<file path="src/rtl/ppl_ctrl_pkg.sv">
// Shared types and defaults for the pipeline sequencing controller.
// Imported by ppl_ctrl and ppl_hazard_det.
package ppl_ctrl_pkg;

    typedef enum logic [1:0] {
        PC_IDLE = 2'd0,
        PC_RUN  = 2'd1,
        PC_HALT = 2'd2,
        PC_STEP = 2'd3
    } pc_state_e;

    localparam int REG_AW_DEF  = 4;
    localparam int MEM_LAT_DEF = 2;
    localparam int CNT_W_DEF   = 32;

endpackage

</file>
<file path="src/rtl/ppl_hazard_det.sv">
// Load-use hazard compare between the load in EX and the sources in ID.
// Purely combinational.
module ppl_hazard_det
    import ppl_ctrl_pkg::*;
#(
    parameter int REG_AW = REG_AW_DEF
) (
    input  logic [REG_AW-1:0] id_rs1,
    input  logic [REG_AW-1:0] id_rs2,
    input  logic              id_rs1_used,
    input  logic              id_rs2_used,
    input  logic [REG_AW-1:0] ex_rd,
    input  logic              ex_rd_we,
    input  logic              ex_is_load,
    output logic              load_use
);

    logic hit1;
    logic hit2;

    assign hit1     = id_rs1_used && (id_rs1 == ex_rd);
    assign hit2     = id_rs2_used && (id_rs2 == ex_rd);
    assign load_use = ex_is_load && ex_rd_we && (hit1 || hit2);

endmodule

</file>
<file path="src/rtl/ppl_ctrl.sv">
// Pipeline sequencing controller: stage enables/flushes, debug FSM,
// data-memory latency stall and stall/flush performance counters.
module ppl_ctrl
    import ppl_ctrl_pkg::*;
#(
    parameter int REG_AW  = REG_AW_DEF,
    parameter int MEM_LAT = MEM_LAT_DEF,
    parameter int CNT_W   = CNT_W_DEF
) (
    input  logic              clk,
    input  logic              rst_n,
    input  logic              run_req,
    input  logic              halt_req,
    input  logic              step_req,
    input  logic [REG_AW-1:0] id_rs1,
    input  logic [REG_AW-1:0] id_rs2,
    input  logic              id_rs1_used,
    input  logic              id_rs2_used,
    input  logic [REG_AW-1:0] ex_rd,
    input  logic              ex_rd_we,
    input  logic              ex_is_load,
    input  logic              ex_br_taken,
    input  logic              mem_req,
    output logic              pc_en,
    output logic              ifid_en,
    output logic              idex_en,
    output logic              exmem_en,
    output logic              memwb_en,
    output logic              ifid_flush,
    output logic              idex_flush,
    output logic              exmem_flush,
    output logic              memwb_flush,
    output logic              halted,
    output logic              step_done,
    output logic [CNT_W-1:0]  stall_cnt,
    output logic [CNT_W-1:0]  flush_cnt
);

    localparam int MCW    = (MEM_LAT > 2) ? $clog2(MEM_LAT - 1) : 1;
    localparam int LAT_M2 = (MEM_LAT > 2) ? MEM_LAT - 2 : 0;
    localparam bit MULTI  = (MEM_LAT > 1);

    localparam logic [MCW-1:0] CNT_INIT  = MCW'(LAT_M2);
    localparam logic [MCW-1:0] CNT_ONE   = MCW'(1);
    localparam bit             INIT_ZERO = (LAT_M2 == 0);

    pc_state_e        state_q;
    pc_state_e        state_d;
    logic [MCW-1:0]   cnt_q;
    logic             served_q;
    logic             step_done_q;
    logic [CNT_W-1:0] stall_cnt_q;
    logic [CNT_W-1:0] flush_cnt_q;

    logic active;
    logic mem_stall;
    logic load_use;
    logic sel_br;
    logic sel_lu;
    logic sel_nrm;
    logic step_fire;

    ppl_hazard_det #(
        .REG_AW (REG_AW)
    ) u_haz (
        .id_rs1      (id_rs1),
        .id_rs2      (id_rs2),
        .id_rs1_used (id_rs1_used),
        .id_rs2_used (id_rs2_used),
        .ex_rd       (ex_rd),
        .ex_rd_we    (ex_rd_we),
        .ex_is_load  (ex_is_load),
        .load_use    (load_use)
    );

    // Mutually exclusive selects so the decode below can stay unique.
    always_comb begin
        active    = (state_q == PC_RUN) || (state_q == PC_STEP);
        mem_stall = active &&
                    ((MULTI && mem_req && !served_q) || (cnt_q != '0));
        sel_br    = active && !mem_stall && ex_br_taken;
        sel_lu    = active && !mem_stall && !ex_br_taken && load_use;
        sel_nrm   = active && !mem_stall && !ex_br_taken && !load_use;
        step_fire = (state_q == PC_STEP) && !mem_stall;
    end

    always_comb begin
        pc_en       = 1'b0;
        ifid_en     = 1'b0;
        idex_en     = 1'b0;
        exmem_en    = 1'b0;
        memwb_en    = 1'b0;
        ifid_flush  = 1'b0;
        idex_flush  = 1'b0;
        exmem_flush = 1'b0;
        memwb_flush = 1'b0;
        unique case (1'b1)
            sel_br: begin
                pc_en      = 1'b1;
                ifid_en    = 1'b1;
                idex_en    = 1'b1;
                exmem_en   = 1'b1;
                memwb_en   = 1'b1;
                ifid_flush = 1'b1;
                idex_flush = 1'b1;
            end
            sel_lu: begin
                idex_flush = 1'b1;
                exmem_en   = 1'b1;
                memwb_en   = 1'b1;
            end
            sel_nrm: begin
                pc_en    = 1'b1;
                ifid_en  = 1'b1;
                idex_en  = 1'b1;
                exmem_en = 1'b1;
                memwb_en = 1'b1;
            end
            default: ;
        endcase
    end

    always_comb begin
        state_d = state_q;
        unique case (state_q)
            PC_IDLE: begin
                if (run_req && !halt_req) state_d = PC_RUN;
            end
            PC_HALT: begin
                if (halt_req)      state_d = PC_HALT;
                else if (run_req)  state_d = PC_RUN;
                else if (step_req) state_d = PC_STEP;
            end
            PC_RUN: begin
                // Halt waits until no memory access is in flight.
                if (halt_req && !mem_stall) state_d = PC_HALT;
            end
            PC_STEP: begin
                if (step_fire) state_d = PC_HALT;
            end
            default: state_d = PC_IDLE;
        endcase
    end

    always_ff @(posedge clk or negedge rst_n) begin
        if (!rst_n) begin
            state_q     <= PC_IDLE;
            step_done_q <= 1'b0;
        end else begin
            state_q     <= state_d;
            step_done_q <= step_fire;
        end
    end

    always_ff @(posedge clk or negedge rst_n) begin
        if (!rst_n) begin
            cnt_q    <= '0;
            served_q <= 1'b0;
        end else if (mem_stall) begin
            if (cnt_q == '0) begin
                cnt_q    <= CNT_INIT;
                served_q <= INIT_ZERO;
            end else begin
                cnt_q <= cnt_q - CNT_ONE;
                if (cnt_q == CNT_ONE) served_q <= 1'b1;
            end
        end else if (active) begin
            served_q <= 1'b0;
        end
    end

    always_ff @(posedge clk or negedge rst_n) begin
        if (!rst_n) begin
            stall_cnt_q <= '0;
            flush_cnt_q <= '0;
        end else begin
            if (active && !pc_en) stall_cnt_q <= stall_cnt_q + CNT_W'(1);
            if (sel_br)           flush_cnt_q <= flush_cnt_q + CNT_W'(1);
        end
    end

    assign halted    = (state_q == PC_IDLE) || (state_q == PC_HALT);
    assign step_done = step_done_q;
    assign stall_cnt = stall_cnt_q;
    assign flush_cnt = flush_cnt_q;

endmodule
</file>
<file path="config.mk">
export PLATFORM = sky130hd
export DESIGN_NAME = ppl_ctrl
export DESIGN_NICKNAME = d
export VERILOG_FILES = /design/src/rtl/ppl_ctrl_pkg.sv /design/src/rtl/ppl_hazard_det.sv /design/src/rtl/ppl_ctrl.sv
export SDC_FILE = /design/constraint.sdc
export NUM_CORES = 1
export LEC_CHECK = 0
export ABC_AREA = 1
export BUFFER_PORTS_ARGS = -buffer_cell sky130_fd_sc_hd__clkbuf_2
export CELL_PAD_IN_SITES_DETAIL_PLACEMENT = 1
export CELL_PAD_IN_SITES_GLOBAL_PLACEMENT = 1
export CORE_UTILIZATION = 39
export CTS_CLUSTER_SIZE = 16
export DETAILED_ROUTE_END_ITERATION = 10
export GPL_TIMING_DRIVEN = 0
export PLACE_DENSITY = 0.81
export SLEW_MARGIN = 10
export SYNTH_ARGS = -nofsm -noshare
export SYNTH_HDL_FRONTEND = slang
export SYNTH_SLANG_ARGS = --single-unit
export TNS_END_PERCENT = 30
</file>
<file path="constraint.sdc">
create_clock -name clk -period 1.8 [get_ports clk]
set_input_delay 0.09 -clock clk [delete_from_list [all_inputs] [get_ports clk]]
set_output_delay 0.09 -clock clk [all_outputs]
set_load 0.02 [all_outputs]
</file>
# == Word-level counts from Yosys, hierarchy flattened ==
# Index checks and enable logic that the tools add are counted.
# Widths: inputs -> output; s select.
# totals
register_bits,69
in_bits,23
output_inout_bits,75
# op_classes
add_sub_neg,3
n_eq_ne,9
n_mux,14
reduce_logical,31
# op_table
op,count
$add 32x1->32 const B,2
$logic_and 1x1->1,15
$mux 2,6
$eq 4x4->1,2
$pmux 2 s4,1
$mux 1,7
$logic_not 1->1,6
$eq 2x2->1 const B,2
$logic_or 1x1->1,4
$ne 2x2->1 const B,2
$ne 4x4->1 const B,1
$reduce_and 4->1,1
$reduce_or 2->1,2
$reduce_or 3->1,1
$eq 2x1->1 const B,1
$logic_not 2->1,1
$ne 2x1->1 const B,1
$reduce_bool 2->1,1
$sub 1x1->1 const B,1

# == Logic depth before layout (Yosys ltp) ==
# logic_depth
depth_word,12
mapped_depth,12
mapped_depth_nobuf,11

# == Cells and area by module ==
# From an unflattened synthesis, not the netlist that was laid out.
# unflattened
hier_cells,536
hier_area_um2,3925.0
# modules_own_cells
mod,n_inst,cells_per_inst,area_each_um2
ppl_ctrl,1,503,3782.4
ppl_hazard_det,1,33,142.6

# == Least setup slack after synthesis ==
# OpenSTA, ideal clock, no wires.
# synth_path
path_type,reg-to-reg
start,"register stall_cnt_q[0], in the netlist stall_cnt[0]"
end,"register stall_cnt_q[22], in the netlist stall_cnt[22]"
setup_ns,0.117
t_arrival_ns,1.578
path_slack_ns,0.105
stages_incl_launch_ff,11
period_less_slack_ns,1.695
cell_sequence,dfrtp_1 ha_1 nand3_2 inv_2 nand3_1 nor2_1 nand3_1 nor2_1 nand2_1 nand2_1 nand2_1
# synth_via
elab_chain_cells,1
# synth_lines
element,line_no,rtl
from (decl),ppl_ctrl.sv:52,logic [CNT_W-1:0] stall_cnt_q;
from (signal assigned),ppl_ctrl.sv:177,if (active && !pc_en) stall_cnt_q <= stall_cnt_q + CNT_W'(1);
$add 32x1->32,ppl_ctrl.sv:177,
# Every way passes these cells.
# A chain may end at the register's enable or synchronous reset.

# == Final worst setup path ==
# layout_path
start,"register stall_cnt_q[0], in the netlist stall_cnt[0]"
end,"register stall_cnt_q[25], in the netlist stall_cnt[25]"
# The elaborated chain is that of the path after synthesis.

==> flow_summary.toml <==
[status]
status = "finished, final reports clean"

[routing]
routed_wl_um = 13400
drt-initial-drc-count = 126
ant_nets = 0
dr_total_vias = 4482
drc = 0
first_pass_iters = 4
routed_via_density = 5.09
wl_per_cell_um = 15.2

[cts]
clk_path_buf_depth = 2
path_clk_slew_ns = 0.08
numCtsBuffers = 9
cts.htree.levels = 3
worstSkewPairLatency_ns = 0.38
cts_tree = "yes"
cts-root-buf = "clkbuf_8"
cts.sinks = 68

[critical_path]
crit_slowest_cell = "dfrtp_2"
worst_path_most_repeated_cell = "nand2_1"
crit_type = "register to register"
rrSetupSlack_ns = 0.08
r2r_end = "stall_cnt[25]$_DFFE_PN0P_"
critical_path_peak_fanout = 6
crit_path_end_kind = "register"
start_kind = "register"
crit_chain = "buf_4 -> nand3_4 -> nor2_4 -> nand3_2 -> nor2_1 -> nand3_1 -> nor2_1 -> nand2_1 -> nand2_1 -> nand2_1"
r2r_cells = 10
cp_num_buf_inv = 1
critical_path_required_ns = 2.07
r2r_start = "stall_cnt[0]$_DFFE_PN0P_"
cpPeakStageDelay_ns = 0.43
path_delay_family = "simple AND/OR/NAND/NOR gates"
arrival_ns = 2.00

[yosys]
yosysMostFrequentCell = "nand2_1"
ys_types = 35
yosys_warnings = 0
synth_area_um2 = 4380
synth_top_area_share_pct = 38.8
async_reset_ff_share_pct = 100
synth.top_cells.by_count = "nand2_1 (226), dfrtp_1 (68), nor2_1 (67)"
synth_edf_count = 0
synth-seq-area-share_pct = 38.8
netlist_instances = 624
syn_area_per_cell_um2 = 7.02
ys.flop_type = "dfrtp_1"
synthTopCellsByArea = "dfrtp_1 (39%), nand2_1 (19%), nand3_1 (7.1%)"
yosys.area.top_type = "dfrtp_1"
synth-seq-cells = 68

[global_route]
grt_usage_pct = 24.6
grt_max_degree = 53
grt_antenna_before_repair = 0
overflow = 0
grt_pass1_vias = 4588
grt_pass1_wl_um = 22100

[final_layout]
nNetsFinal = 762
diodes = 0
post_route_cells_drive_above_1_share_pct = 23.6
area_growth_pct = 22.3

[pwr]
internal_power_uw = 2950
p_leak_uw = 0.00275
power_switching_share_pct = 41.9
pwr-share-comb_pct = 36.1
seqPwrFrac_pct = 38.1
vdd_drop_max_mv = 0.699
p_per_area_nw_per_um2 = 947
p_clk_share_pct = 25.8
p_total_uw = 5080
p_sw_uw = 2130

[timing]
finalSetupViolations = 0
finalHoldWorstSlack_ns = 0.0657
worstMarginPinSlew_ns = 0.602
finalMaxSlewViolations = 0
worst_slack_ns = 0.0751
fmax_ghz = 0.580
rsz0062_at_grt = "true"
clock-skew-final_ns = 0.00921
final-hold-violation-count = 0
period_minus_slack_ns = 1.72
post-route-period-util_pct = 95.8
setup_tns_ns = 0
slew-limit-headroom_pct = 59.9

[floorplanning]
placementRows = 38
die_h_um = 108
die_w_um = 108
die_area_um2 = 11700
core_area_um2 = 10900
io_pins = 98
initial_core_util_pct = 40.2

[place]
port_buffers = 95
dpl.hpwl_um = 10100
dp_slack_ns = -0.0520
place.gp.congestion = 0.844

[hold_path]
hold_path.class = "primary input to register"
min_to = "state_q[1]$_DFFE_PN0P_"
min_delay_path_depth = 3
hp-start = "halt_req"

[flow_run]
max-cap-violations = 0
## flip-flops by register name, indices dropped and copies added (netlist names)
name	cells
flush_cnt	32
served_q	1
stall_cnt	32
state_q	2
step_done	1
## power groups by stage
stage | Sequential [uW] | Combinational [uW] | Clock (uW)
floorplan | 2050 | 956 | 0
global placement | 1940 | 1620 | 0
detailed placement | 1960 | 1680 | 0
CTS | 1930 | 1730 | 1340
global route | 1960 | 2000 | 1410
finish | 1930 | 1830 | 1310
## worst reg2reg max path, delay by kind of cell, from the launching register on
kind | cells | cell delay, ns
DFF | 1 | 0.43
buffers and inverters | 1 | 0.16
and+or+nand+nor | 9 | 1.04
## cells by family after synthesis
logic type	synth area share, %
xor gates and xnor gates	8.80
DFF	38.8
and+or+nand+nor	42.4
AOI/OAI and AO/OA	1.60
adders and majority gates	0.571
buffers and inverters	7.71
other	0.0856
## how the worst max path moves through the flow
stage | to | cells after the start | startpoint
2_1_floorplan | stall_cnt[22]$_DFFE_PN0P_ | 10 | stall_cnt[0]$_DFFE_PN0P_
4_1_cts | stall_cnt[16]$_DFFE_PN0P_ | 7 | stall_cnt[1]$_DFFE_PN0P_
6_report | stall_cnt[25]$_DFFE_PN0P_ | 10 | stall_cnt[0]$_DFFE_PN0P_
3_3_place_gp | stall_cnt[16]$_DFFE_PN0P_ | 7 | stall_cnt[0]$_DFFE_PN0P_
5_1_grt | stall_cnt[25]$_DFFE_PN0P_ | 10 | stall_cnt[0]$_DFFE_PN0P_
3_5_place_dp | stall_cnt[16]$_DFFE_PN0P_ | 7 | stall_cnt[0]$_DFFE_PN0P_
## what timing repair did
action,in CTS,in global routing
resized for setup,6,16
hold endpoints to repair,68,0
endpoints found under the setup margin,6,15
buffers inserted,0,4
hold buffers,1,0
## layer usage
metal / GRT usage, % / up-vias / wire length [um]
met1: 28.3 / 2193 / 5630
met5: 0 / - / 0
met4: 12.6 / 0 / 426
li1: - / 2173 / -
met3: 3.80 / 31 / 381
met2: 43.8 / 85 / 6970
## cell type report
type,instances,area (um2)
plain buffers,17,101
clock buffers,10,138
clock inverters,5,52.6
fillers,1487,5530
inverters,65,244
multi-input cells,475,2390
flip-flops and latches,68,1710
well taps,140,175
repair buffers,101,546
## cell usage in the layout, fill, tap and decap left out, types with 2 or more instances in the layout
cell	synthesis	layout
nand2_1	226	226
clkbuf_2	0	94
nor2_1	67	64
nand3_1	62	62
dfrtp_1	68	60
inv_1	54	53
xor2_1	26	26
xnor2_1	18	18
nor3_1	19	17
inv_2	9	10
nand4_1	10	10
buf_4	6	10
clkbuf_8	0	10
nand3b_1	8	8
dfrtp_2	0	8
nor3_2	5	7
buf_2	6	6
nor2_4	4	5
nor2_2	3	5
clkbuf_1	4	4
o21ai_0	3	3
o21ai_1	3	3
clkinv_2	0	3
clkinv_1	2	2
a21oi_1	2	2
nand2_4	1	2
nand3_2	2	2
nor4_2	1	2
nand2_2	3	2
conb_1	1	2
## through the flow
step	area [um2]	util (%)	std cells
global route	5360	49.2	881
global placement	5030	46.2	860
finish	5360	49.2	881
CTS	5280	48.5	877
detailed placement	5060	46.5	861
floorplan	4380	-	625
(Power assumes the default switching activity.)
